--- config.mk ---
export PLATFORM = sky130hd
export DESIGN_NAME = uart_timer_sched
export DESIGN_NICKNAME = d
export VERILOG_FILES = /design/src/rtl/uart_pkg.sv /design/src/rtl/uart_load_timer.sv /design/src/rtl/uart_timer_sched.sv
export SDC_FILE = /design/constraint.sdc
export NUM_CORES = 1
export LEC_CHECK = 0
export BUFFER_PORTS_ARGS = -buffer_cell sky130_fd_sc_hd__buf_2
export CORE_ASPECT_RATIO = 1.25
export CORE_UTILIZATION = 51
export CTS_CLUSTER_DIAMETER = 60
export DETAILED_ROUTE_END_ITERATION = 6
export GPL_ROUTABILITY_DRIVEN = 1
export PLACE_DENSITY_LB_ADDON = 0.08
export SYNTH_ARGS = -nofsm -noshare
export SYNTH_HDL_FRONTEND = slang
export SYNTH_SLANG_ARGS = --single-unit
--- constraint.sdc ---
create_clock -name clk -period 2.6 [get_ports clk]
set_input_delay 0.52 -clock clk [delete_from_list [all_inputs] [get_ports clk]]
set_output_delay 0.52 -clock clk [all_outputs]
set_load 0.03 [all_outputs]
--- src/rtl/uart_pkg.sv ---
// Shared definitions for the UART timer scheduler: FSM state encoding and
// the helper that sizes requester index fields.
package uart_pkg;

    typedef enum logic {
        IDLE = 1'b0,
        RUN  = 1'b1
    } sched_state_e;

    // A single requester still needs a 1-bit index field.
    function automatic int req_idx_w(input int num_req);
        return (num_req > 1) ? $clog2(num_req) : 1;
    endfunction

endpackage

--- src/rtl/uart_load_timer.sv ---
// Loadable down-counter shared by all UART timing requesters; it reports
// zero so the scheduler can decide between expiry and another decrement.
module uart_load_timer #(
    parameter int CNT_W = 16
) (
    input  logic             clk,
    input  logic             rst_n,
    input  logic             load,
    input  logic [CNT_W-1:0] load_val,
    input  logic             dec_en,
    output logic             zero
);

    logic [CNT_W-1:0] count_q;
    logic [CNT_W-1:0] count_d;

    // Load takes precedence; the zero guard keeps the count from wrapping.
    always_comb begin
        count_d = count_q;
        if (load) begin
            count_d = load_val;
        end else if (dec_en && (count_q != '0)) begin
            count_d = count_q - CNT_W'(1);
        end
    end

    always_ff @(posedge clk or negedge rst_n) begin
        if (!rst_n) begin
            count_q <= '0;
        end else begin
            count_q <= count_d;
        end
    end

    assign zero = (count_q == '0);

endmodule

--- src/rtl/uart_timer_sched.sv ---
// Round-robin owner of the single UART timeout counter: grants one
// requester at a time, runs its count and pulses expired back to it.
module uart_timer_sched
    import uart_pkg::*;
#(
    parameter int NUM_REQ = 2,
    parameter int CNT_W   = 16
) (
    input  logic                     clk,
    input  logic                     rst_n,
    input  logic [NUM_REQ-1:0]       req,
    input  logic [NUM_REQ*CNT_W-1:0] req_count,
    input  logic [NUM_REQ-1:0]       cancel,
    output logic [NUM_REQ-1:0]       gnt,
    output logic [NUM_REQ-1:0]       expired,
    output logic                     busy
);

    localparam int REQ_IDX_W = req_idx_w(NUM_REQ);
    localparam logic [NUM_REQ-1:0] ONE_HOT0 = NUM_REQ'(1);

    sched_state_e         state_q;
    logic [REQ_IDX_W-1:0] owner_q;
    logic [REQ_IDX_W-1:0] ptr_q;
    logic [REQ_IDX_W-1:0] ptr_d;
    logic [REQ_IDX_W-1:0] winner;
    logic [NUM_REQ-1:0]   gnt_q;
    logic [NUM_REQ-1:0]   expired_q;
    logic                 found;
    logic                 zero;
    logic                 load;
    logic                 dec_en;
    logic                 own_cancel;
    logic [CNT_W-1:0]     load_val;

    // Search upward from the pointer, wrapping, for the first pending request.
    always_comb begin
        int idx;
        idx    = 0;
        found  = 1'b0;
        winner = '0;
        for (int k = 0; k < NUM_REQ; k++) begin
            idx = int'(ptr_q) + k;
            if (idx >= NUM_REQ) begin
                idx = idx - NUM_REQ;
            end
            if (!found && req[idx]) begin
                found  = 1'b1;
                winner = REQ_IDX_W'(idx);
            end
        end
    end

    always_comb begin
        ptr_d = winner + REQ_IDX_W'(1);
        if (int'(winner) == NUM_REQ - 1) begin
            ptr_d = '0;
        end
    end

    assign load_val   = req_count[int'(winner)*CNT_W +: CNT_W];
    assign own_cancel = cancel[owner_q];
    assign load       = (state_q == IDLE) && found;
    assign dec_en     = (state_q == RUN) && !own_cancel;

    uart_load_timer #(
        .CNT_W(CNT_W)
    ) u_timer (
        .clk     (clk),
        .rst_n   (rst_n),
        .load    (load),
        .load_val(load_val),
        .dec_en  (dec_en),
        .zero    (zero)
    );

    // Cancel is checked before zero so a coinciding cancel suppresses expiry.
    always_ff @(posedge clk or negedge rst_n) begin
        if (!rst_n) begin
            state_q   <= IDLE;
            owner_q   <= '0;
            ptr_q     <= '0;
            gnt_q     <= '0;
            expired_q <= '0;
        end else begin
            expired_q <= '0;
            case (state_q)
                IDLE: begin
                    if (found) begin
                        owner_q <= winner;
                        gnt_q   <= ONE_HOT0 << winner;
                        ptr_q   <= ptr_d;
                        state_q <= RUN;
                    end
                end
                RUN: begin
                    if (own_cancel) begin
                        gnt_q   <= '0;
                        state_q <= IDLE;
                    end else if (zero) begin
                        expired_q <= ONE_HOT0 << owner_q;
                        gnt_q     <= '0;
                        state_q   <= IDLE;
                    end
                end
                default: state_q <= IDLE;
            endcase
        end
    end

    assign gnt     = gnt_q;
    assign expired = expired_q;
    assign busy    = |gnt_q;

endmodule

After elaboration in Yosys (flattened, before gate mapping)
Cells that the tools add are included.

storage, ports and cells
  flip-flop bits (word level) = 23

operators by class
  reductions and logical operators = 12
  shifts and indexed selects = 3
  mux-type cells = 28
  bitwise logic cells = 1
  equality and inequality tests = 2
  $add $sub $neg = 5
  magnitude comparators = 5

operators with widths
  kind                                                                                 count
  32-bit by 3-bit less-than comparator with 1-bit output, second input constant        2
  32-bit two-way mux                                                                   2
  16-bit two-way mux                                                                   2
  32-bit by 6-bit indexed part select with 16-bit output                               1
  16-bit zero test                                                                     1
  1-bit two-way mux                                                                    16
  16-bit nonzero test                                                                  1
  16-bit by 1-bit subtractor with 16-bit output, second input constant                 1
  2-bit two-way mux                                                                    6
  1-bit logical AND                                                                    4
  2-bit one-hot mux with 2 select lines                                                1
  2-bit AND reduction                                                                  2
  1-bit by 1-bit left shift with 2-bit output, first input constant                    2
  3-bit by 1-bit != test with 1-bit output, second input constant                      1
  1-bit by 2-bit subtractor with 3-bit output, second input constant                   1
  2-bit by 2-bit subtractor with 3-bit output, second input constant                   1
  1-bit by 1-bit adder with 2-bit output, second input constant                        1
  1-bit by 2-bit greater-or-equal comparator with 1-bit output, second input constant  1
  2-bit greater-or-equal comparator, second input constant                             1
  1-bit zero test                                                                      2
  1-bit by 2-bit less-than comparator with 1-bit output, second input constant         1
  2-bit != test, second input constant                                                 1
  1-bit one-hot mux with 2 select lines                                                1
  2-bit nonzero test                                                                   1
  3 further kinds                                                                      3

Depth between registers and ports, before layout
Gate-level depths: netlist of run 1.

  word-level depth = 12
  mapped depth = 8
  gate-level depth less buffers = 7

Cells and area by module
A second synthesis of run 1 with hierarchy kept.

unflattened totals
  cells, all modules = 172
  area total of the unflattened synthesis = 1,617.8 um2

by module, submodules not included
  module            seq. area each (um2)  cells each  instances  area each (um2)
  uart_load_timer   400.4                 124         1          1,063.5
  uart_timer_sched  175.2                 48          1          554.3

Worst setup path after synthesis of run 1
No wires, ideal clock.

  path type = register to register
  start point = reg u_timer.count_q[0]
  end point = reg u_timer.count_q[3]
  period minus slack after synthesis = 2.118 ns
  arrival time = 1.992 ns
  slack = 0.482 ns
  path buffers = 1
  setup time = 0.126 ns
  stages on the path, launching flop included = 9
  cells stage by stage = dfrtp_1 -> inv_1 -> ha_1 -> or2b_2 -> nor4_4 -> a21o_1 -> buf_6 -> nor3b_1 -> a311o_1

on the way
  longest elaborated chain between the ends = 3
  elaborated cells between the ends (all ways) = 6
  classes of those cells = add/sub: 1; mux: 2; reduce/logical: 3

ends and longest elaborated chain
  what                                                                                         RTL line                                      source
  start, declared                                                                              uart_load_timer.sv:14                         logic [CNT_W-1:0] count_q;
  start signal, assigned                                                                       uart_load_timer.sv:31                         count_q <= count_d;
  16-bit by 1-bit subtractor with 16-bit output / 16-bit nonzero test (equally long branches)  uart_load_timer.sv:23, uart_load_timer.sv:22
  16-bit two-way mux / 1-bit logical AND (equally long branches)                               uart_load_timer.sv:22                         end else if (dec_en && (count_q != '0)) begin
  16-bit two-way mux / 2-bit nonzero test (equally long branches)                              -

Several ways; a longest one is shown, not always the timed one. The select of a mux whose other input is x is not followed.
A chain may end at the register's enable or synchronous reset.

Worst setup path after layout of run 1
  start point = reg u_timer.count_q[0]
  end point = reg u_timer.count_q[9]

The elaborated chain is that of the path after synthesis.

==> results of run 1 <==
metrics by stage:
stage                     setup slack, ns  total power, W  instance area, um^2
after detailed placement            0.189         0.00157                 1720
final                               0.193         0.00173                 1750
after CTS                           0.189         0.00174                 1750
after global placement              0.324         0.00154                 1720
after floorplan                     0.482         0.00135                 1500
after global routing               0.0241         0.00188                 1750
state kept, by name (all words and copies together) (netlist names):
| name | count |
|---|---|
| expired | 2 |
| state_q | 1 |
| u_timer.count_q | 16 |
| gnt | 2 |
| ptr_q | 1 |
| owner_q | 1 |
path summary, 6_finish.rpt:
kind	from	endpoint	slack, ns	depth (start not counted)
max	u_timer.count_q[0]	u_timer.count_q[9]	0.19	7
min	rst_n	expired[1]	0.16	1
max reg2reg	u_timer.count_q[0]	u_timer.count_q[9]	0.19	7
min reg2reg	owner_q	expired[0]	0.51	1
max in group asynchronous	rst_n	u_timer.count_q[10]	2.07	1
min in group clk	cancel[0]	expired[0]	0.35	2
cells in the final DEF, fill, tap and decap left out, drive strengths merged, types with 2 or more instances in the layout:
cell,netlist,layout
buf,4,46
dfrtp,23,23
nor2,16,16
nand2,16,16
a21oi,9,9
nor3,7,7
o22a,7,7
a31oi,6,6
o21ai,5,5
a32o,5,5
or4,5,5
inv,4,4
a2bb2oi,4,4
o211ai,4,4
nand3,3,3
a21o,3,3
xnor2,3,3
a22oi,3,3
a32oi,3,3
mux2i,3,3
clkbuf,4,3
or3,3,3
nand2b,2,2
nand3b,2,2
a211oi,2,2
and3,2,2
nor4,2,2
kinds of logic (layout without fill, tap and decap cells):
group                    Yosys count  in the layout  synth area share (%)
flip-flops                        23             23                  38.5
buffers and inverters             12             54                  4.85
AND/OR/NAND/NOR                   65             65                  23.5
adder cells (fa/ha/maj)            1              1                 0.837
XOR/XNOR                           3              3                  1.76
AO/OA/AOI/OAI                     56             56                  28.5
multiplexers                       3              3                  2.01
area by class of cell:
cell class	count	area share, %
Sequential cell	23	32.9
Clock buffer	3	1.29
Tap cell	34	2.43
Clock inverter	1	0.286
Multi-Input combinational cell	128	48.5
Inverter	4	0.859
Timing Repair Buffer	46	13.7
critical path, delay by kind of cell (launching register included):
| kind | cells | cell delay, ns |
|---|---|---|
| compound gates | 3 | 0.78 |
| simple gates | 2 | 0.83 |
| flops | 1 | 0.43 |
| buf+inv | 1 | 0.07 |
| fa+ha+maj | 1 | 0.19 |
power by group:
part	total, W	internal (W)	switching (W)	leakage (nW)
Combinational	0.000904	0.000379	0.000525	0.504
Sequential	0.000654	0.000505	0.000149	0.287
Clock	0.000174	0.0000576	0.000116	0.0177
per-layer routing:
metal	global-route usage, %	wire length [um]	vias to the layer above
li1	-	-	712
met1	32.5	1620	704
met2	44.7	1930	36
met3	3.16	103	4
met4	11.5	32	0
met5	0	0	-
==> impl_metrics.tcl, run 1 <==
set metrics [dict create \
    power_density_mw_per_mm2 991 \
    synth_ff_type "dfrtp_1" \
    regArea_um2 576 \
    dieHeight_um 62.5 \
    slew_viol_final 0 \
    postCtsHoldBufs 0 \
    synthTopCellsByArea "dfrtp_1, nand2_1, nor2_1" \
    place_inst 235 \
    n_fill_cell 241 \
    fin_util_pct 64.0 \
    cp_slowest_cell "nor4_4" \
    max_freq_ghz 0.416 \
    yosysUniqueCellTypes 49 \
    portBuffers 42 \
    n_antenna_cell 0 \
    dieArea_mm2 0.00315 \
    cts_tree "built" \
    firstDrtPassIters 4 \
    finalSetupViolations 0 \
    fin_crit_sh_pct 92.6 \
    worstSetupPathType "reg -> reg" \
    hold_class "in -> async" \
    synth-edff-count 0 \
    ys_ff_latch 23 \
    hpwl_um 2790 \
    clock_skew_ns 0.0123 \
    clock_sinks 23 \
    maxSlewHeadroom_pct 44.8 \
    drive_gt1_share_pct 30.2 \
    irDropWorstVdd_mv 0.786 \
    areaGrowthSynthToFinish_pct 16.9 \
    antenna_found_initial 0 \
    wirelength_um 3690 \
    yosys_warnings 0 \
    die_w_um 50.4 \
    drtAntennaViolNets 0 \
    nets 245 \
    track_usage_pct 26.2 \
    critical_path.max_stage_delay_ns 0.46 \
    rsz0062_at_grt "false" \
    worst_setup_path_start_kind "flip-flop" \
    grt_pass1_wl_um 6350 \
    endpoint_kind "flip-flop" \
    cts.repair.resized 0 \
    async_flop_share_pct 100 \
    synth_top_area_share_pct 38.5 \
    yosys-top-cells-count "dfrtp_1, nand2_1, nor2_1" \
    cts.clk_slew.worst_paths_ns 0.14 \
    clock_path_buffers 2 \
    hold_violations 0 \
    tns_ns 0 \
    final-instance-count-excl-fill 239 \
    cp.arrival_ns 2.62 \
    fin_crit_ns 2.41 \
    root_buffer "clkbuf_4" \
    worst-path-max-fanout 18 \
    drtIter0Drc 27 \
    yosysMostFrequentCell "dfrtp_1" \
    overflow 0 \
    synth_nets 202 \
    multiInputGateArea_um2 847 \
    syn_avg_cell_area_um2 9.17 \
    path_cells "inv_1, ha_1, or2b_2, nor4_4, a21oi_2, o22a_2, o22a_1" \
    p_leak_nw 0.809 \
    status "completed" \
    routabilityCongestion 0.868 \
    num_rows 21 \
    worstMarginPinSlew_ns 0.828 \
    core_area_mm2 0.00273 \
    htreeDepth 1 \
    io_pins 43 \
    insertion_delay_ns 0.32 \
    required_ns 2.82 \
    yosys.area.top_type "dfrtp_1" \
    route.detailed.drc 0 \
    syn-cell-area_mm2 0.00150 \
    max_cap_viol_count 0 \
    grt_pass1_vias 1455 \
    wl_per_cell_um 15.4 \
    grt_max_degree 24 \
    vias 1456 \
    initial_core_util_pct 54.7 \
    fin_hold_ws_ns 0.157 \
    ys_seq_area_share_pct 38.5 \
    cts_setup_buffers 0 \
    routed_via_density 6.09 \
    cts-buffers-inserted 3 \
    syn_inst 163 \
]
(Power assumes the default switching activity.)
==> inputs of run 2 (changes only) <==
ABC_AREA = 1   (was default)
CORE_UTILIZATION = 53   (was 51)
==> impl_metrics.tcl, run 2 <==
set metrics [dict create \
    status "completed" \
    yosys.area.top_type "dfrtp_1" \
    overflow 0 \
    rrSetupSlack_ns 0.83 \
    wirelength_um 3900 \
    wl_per_cell_um 12.1 \
    num_rows 22 \
    design_area_mm2 0.00193 \
    syn_avg_cell_area_um2 6.87 \
    critPathLaunch "u_timer.count_q[0]" \
    grt_max_degree 27 \
    async_flop_share_pct 100 \
    firstDrtPassIters 4 \
    n_antenna_cell 0 \
    path_cells "inv_1, ha_1, nand2_2, nor2_4, nand2_2, nand2_4, nand2_4, nand2_1, o21ai_2" \
    irDropWorstVdd_mv 0.798 \
    largest_reg_flops 16 \
    syn_inst 247 \
    drtAntennaViolNets 0 \
    tns_ns 0 \
    clock_path_buffers 2 \
    drtIter0Drc 52 \
    hold_violations 0 \
    cts.clk_slew.worst_paths_ns 0.14 \
    r2r_cells 9 \
    worstSetupPathType "reg -> reg" \
    worst_setup_path_start_kind "flip-flop" \
    routabilityCongestion 0.918 \
    synthTopCellsByArea "dfrtp_1, nand2_1, nand3_1" \
    postCtsHoldBufs 0 \
    root_buffer "clkbuf_4" \
    maxSlewHeadroom_pct 63.5 \
    max_freq_ghz 0.565 \
    grt_pass1_wl_um 6760 \
    r2r_end "u_timer.count_q[0]" \
    cts_tree "built" \
    timing.rr.start "u_timer.count_q[0]" \
    routed_via_density 5.24 \
    p_leak_nw 0.987 \
    mostFrequentLayoutCell "nand2_1" \
    synth_nets 286 \
    ys_seq_area_share_pct 33.9 \
    slew_viol_final 0 \
    track_usage_pct 26.2 \
    hold_class "in -> async" \
    hpwl_um 2840 \
    clock_skew_ns 0.00751 \
    critical_path.max_stage_delay_ns 0.40 \
    endpoint_kind "flip-flop" \
    worstPathBufferInverterCount 1 \
    clock_sinks 23 \
    cts.repair.resized 0 \
    fin_util_pct 64.3 \
    grt_pass1_vias 1586 \
    yosys_warnings 0 \
    power_w 0.00210 \
    route.detailed.drc 0 \
    cts-buffers-inserted 3 \
    finalSetupViolations 0 \
    yosys-top-cells-count "nand2_1, nor2_1, dfrtp_1" \
    worst-path-max-fanout 20 \
    initial_core_util_pct 56.6 \
    yosysUniqueCellTypes 28 \
    place_area_mm2 0.00190 \
    synth_ff_type "dfrtp_1" \
    insertion_delay_ns 0.33 \
    ys_ff_latch 23 \
    die_w_um 52.6 \
    portBuffers 42 \
    fin_crit_sh_pct 68.0 \
    vias 1691 \
    areaGrowthSynthToFinish_pct 13.7 \
    power_density_mw_per_mm2 1090 \
    top_register "u_timer.count_q" \
    io_pins 43 \
    cp.arrival_ns 1.99 \
    rsz0062_at_grt "false" \
    cts_setup_buffers 0 \
    syn-cell-area_mm2 0.00170 \
    yosysMostFrequentCell "nand2_1" \
    worstMarginPinSlew_ns 0.547 \
    core_area_mm2 0.00300 \
    htreeDepth 1 \
    required_ns 2.82 \
    dieHeight_um 65.3 \
    layout_common_cells "nand2_1, buf_2, nor2_1, dfrtp_1, nand3_1" \
    synth-edff-count 0 \
    nets 327 \
    antenna_found_initial 0 \
    cp_slowest_cell "dfrtp_1" \
    crit_family "simple AND/OR/NAND/NOR gates" \
    cp_num_cells 9 \
    max_cap_viol_count 0 \
    dieArea_mm2 0.00344 \
    drive_gt1_share_pct 28.9 \
    synth_top_area_share_pct 33.9 \
    fin_crit_ns 1.77 \
]
==> run 2: cell types whose count changed after synthesis, moves of 4 or more <==
cell       change
nand2_1       +66
nand3_1       +18
inv_1         +16
nor2_2         +9
nor2_1         +8
nand2_2        +6
a31oi_1        -5
a32o_1         -5
inv_2          +5
o21ai_1        +5
o21ai_2        +5
o22a_1         -5
a21oi_1        -4
a2bb2oi_1      -4
==> run 2: cell families after synthesis <==
family	count (synthesis)	synth area share, %
AOI/OAI and AO/OA	28	11.2
xor gates and xnor gates	1	0.516
adders and majority gates	1	0.737
buffers and inverters	31	8.40
DFF	23	33.9
and+or+nand+nor	163	45.2
==> run 2: how the worst max path moves through the flow <==
stage,endpoint,slack (ns)
final,u_timer.count_q[0],0.83
after global routing,u_timer.count_q[6],0.69
after CTS,u_timer.count_q[0],0.84
after detailed placement,u_timer.count_q[4],0.82
after global placement,u_timer.count_q[0],0.83
after floorplan,u_timer.count_q[14],1.12
==> run 2: routing by layer <==
layer | up-vias | track usage [%] | share of wire, %
li1 | 865 | - | -
met1 | 782 | 32.4 | 45
met2 | 40 | 47.8 | 51
met3 | 4 | 2.08 | 3.9
met4 | 0 | 6.25 | 0.72
met5 | - | 0 | 0
==> run 2: metrics by stage <==
stage / setup slack [ns] / hold slack [ns] / std cells
final: 0.831 / 0.154 / 323
after global routing: 0.692 / 0.203 / 323
after CTS: 0.838 / 0.178 / 323
after detailed placement: 0.825 / 0.476 / 319
after global placement: 0.826 / 0.468 / 319
after floorplan: 1.12 / 0.224 / 247
==> run 2: where the power goes <==
group / leakage (nW) / total, W / switching (W) / internal [W]
Sequential: 0.287 / 0.000678 / 0.000162 / 0.000516
Clock: 0.0150 / 0.000179 / 0.000119 / 0.0000602
Combinational: 0.685 / 0.00124 / 0.000825 / 0.000420
==> run 2: final cells by class <==
| class | instances | area (um^2) |
|---|---|---|
| fillers | 305 | 1070 |
| multi-input cells | 193 | 980 |
| flip-flops and latches | 23 | 576 |
| repair buffers | 42 | 210 |
| inverters | 25 | 93.8 |
| well taps | 36 | 45.0 |
| clock buffers | 4 | 26.3 |
==> inputs of run 3 (changes only) <==
CORE_UTILIZATION = 48   (was 53)
clock period = 1.5 ns   (was 2.6 ns; I/O delays follow)
==> impl_metrics.tcl, run 3 (same netlist as run 2, synthesis figures left out) <==
set metrics [dict create \
    status "completed" \
    drtAntennaViolNets 0 \
    hold_violations 0 \
    seqPwrFrac_pct 26.1 \
    overflow 0 \
    firstDrtPassIters 4 \
    cts-buffers-inserted 3 \
    cp.arrival_ns 1.64 \
    grt_pass1_vias 1710 \
    nets 357 \
    antenna_found_initial 0 \
    core_area_mm2 0.00328 \
    grt_max_degree 24 \
    n_fill_cell 306 \
    power_w 0.00461 \
    wl_per_cell_um 12.6 \
    p_leak_nw 1.16 \
    drtIter0Drc 42 \
    grt_pass1_wl_um 7100 \
    clock_skew_ns 0.00301 \
    drive_gt1_share_pct 40.1 \
    dieArea_mm2 0.00378 \
    routabilityCongestion 0.927 \
    switching_share_pct 48.5 \
    worstMarginPinSlew_ns 0.547 \
    max_cap_viol_count 0 \
    rsz0062_at_grt "true" \
    vias 1791 \
    power_density_mw_per_mm2 2010 \
    insertion_delay_ns 0.27 \
    cts.clk_slew.worst_paths_ns 0.08 \
    pwr-share-clk_pct 8.7 \
    dieHeight_um 68.5 \
    max_freq_ghz 0.678 \
    cts_tree "built" \
    portBuffers 42 \
    slew_viol_final 0 \
    track_usage_pct 26.2 \
    layout_common_cells "nand2_1, buf_2, buf_4, nand3_1, nor2_1" \
    irDropWorstVdd_mv 1.53 \
    required_ns 1.66 \
    route.detailed.drc 0 \
    postCtsHoldBufs 0 \
    p_int_w 0.00238 \
    fin_crit_ns 1.48 \
    p_sw_w 0.00224 \
    clock_path_buffers 2 \
    top_register "u_timer.count_q" \
    die_w_um 55.2 \
    clock_sinks 23 \
    maxSlewHeadroom_pct 63.6 \
    fin_crit_sh_pct 98.3 \
    hpwl_um 3200 \
    root_buffer "clkbuf_8" \
    worstSetupPathType "reg -> reg" \
    finalSetupViolations 0 \
    worst-path-max-fanout 10 \
    htreeDepth 1 \
    io_pins 43 \
    routed_via_density 5.06 \
    areaGrowthSynthToFinish_pct 35.2 \
    num_rows 23 \
    largest_reg_flops 16 \
    n_antenna_cell 0 \
    hold_class "in -> async" \
    combPwrFrac_pct 65.2 \
    wirelength_um 4460 \
    worst_setup_path_start_kind "flip-flop" \
    endpoint_kind "flip-flop" \
    mostFrequentLayoutCell "nand2_1" \
    initial_core_util_pct 51.8 \
    r2r_cells 8 \
    tns_ns 0 \
]
## run 3: changes by cell type in the layout (fill, tap and decap cells not counted), moves of 4 or more
cell / change
nor2_4: +6
dfrtp_1: -4
dfrtp_2: +4
buf_4: +24
nor2_1: -4
## run 3: worst paths after layout
check / slack, ns / from / end
max in group asynchronous: 1.10 / rst_n / u_timer.count_q[2]
min: 0.002 / rst_n / gnt[0]
max: 0.02 / u_timer.count_q[6] / u_timer.count_q[8]
max reg2reg: 0.02 / u_timer.count_q[6] / u_timer.count_q[8]
min reg2reg: 0.49 / gnt[1] / gnt[1]
min in group clk: 0.29 / cancel[0] / expired[0]
## run 3: area by class of cell
type                       count  area, um^2  area share [%]
inverter                      25        93.8            4.09
multi-input combinational    194        1070            46.4
tap                           37        46.3            2.02
clock buffer                   4        45.0            1.96
timing repair buffer          71         464            20.2
sequential                    23         581            25.3
## run 3: what timing repair did
action	CTS	global route
endpoints found under the setup margin	16	20
gates resized for setup	2	26
endpoints found under the hold margin	0	0
cloned	0	1
setup buffers	0	8
pin swaps	1	13
## run 3: critical path, stage by stage, from the launching register on
cell and delay (ns):
dfrtp_1 0.43, nor2_2 0.15, nand2_2 0.09, nor2_4 0.14, nand2_2 0.09, nand2_4 0.15
nand2_4 0.15, nand3_2 0.11, nand2_1 0.06
## run 3: metal layers
metal,GRT usage (%),part of all wire (%)
met1,29.0,41
met2,50.8,55
met3,1.97,2.9
met4,8.44,1.4
met5,0,0
## run 3: power by group through the flow
stage	Combinational [W]	Clock (W)	Sequential (W)
6_report	0.00301	0.000400	0.00121
5_1_grt	0.00335	0.000424	0.00125
4_1_cts	0.00263	0.000406	0.00115
3_5_place_dp	0.00258	0	0.00116
3_3_place_gp	0.00254	0	0.00116
2_1_floorplan	0.00181	0	0.00117
## run 3: through the flow
| step | util, % | instances | hold slack, ns | worst slack [ns] | cell area (um^2) |
|---|---|---|---|---|---|
| after floorplan | - | 247 | 0.00441 | 0.0216 | 1700 |
| after global placement | 63.7 | 341 | 0.308 | 0.0345 | 2090 |
| after detailed placement | 63.7 | 341 | 0.312 | -0.0147 | 2090 |
| after CTS | 65.3 | 345 | 0.0187 | 0.0126 | 2140 |
| after global routing | 70.0 | 354 | 0.0480 | -0.0618 | 2300 |
| final | 70.0 | 354 | 0.00168 | 0.0250 | 2300 |
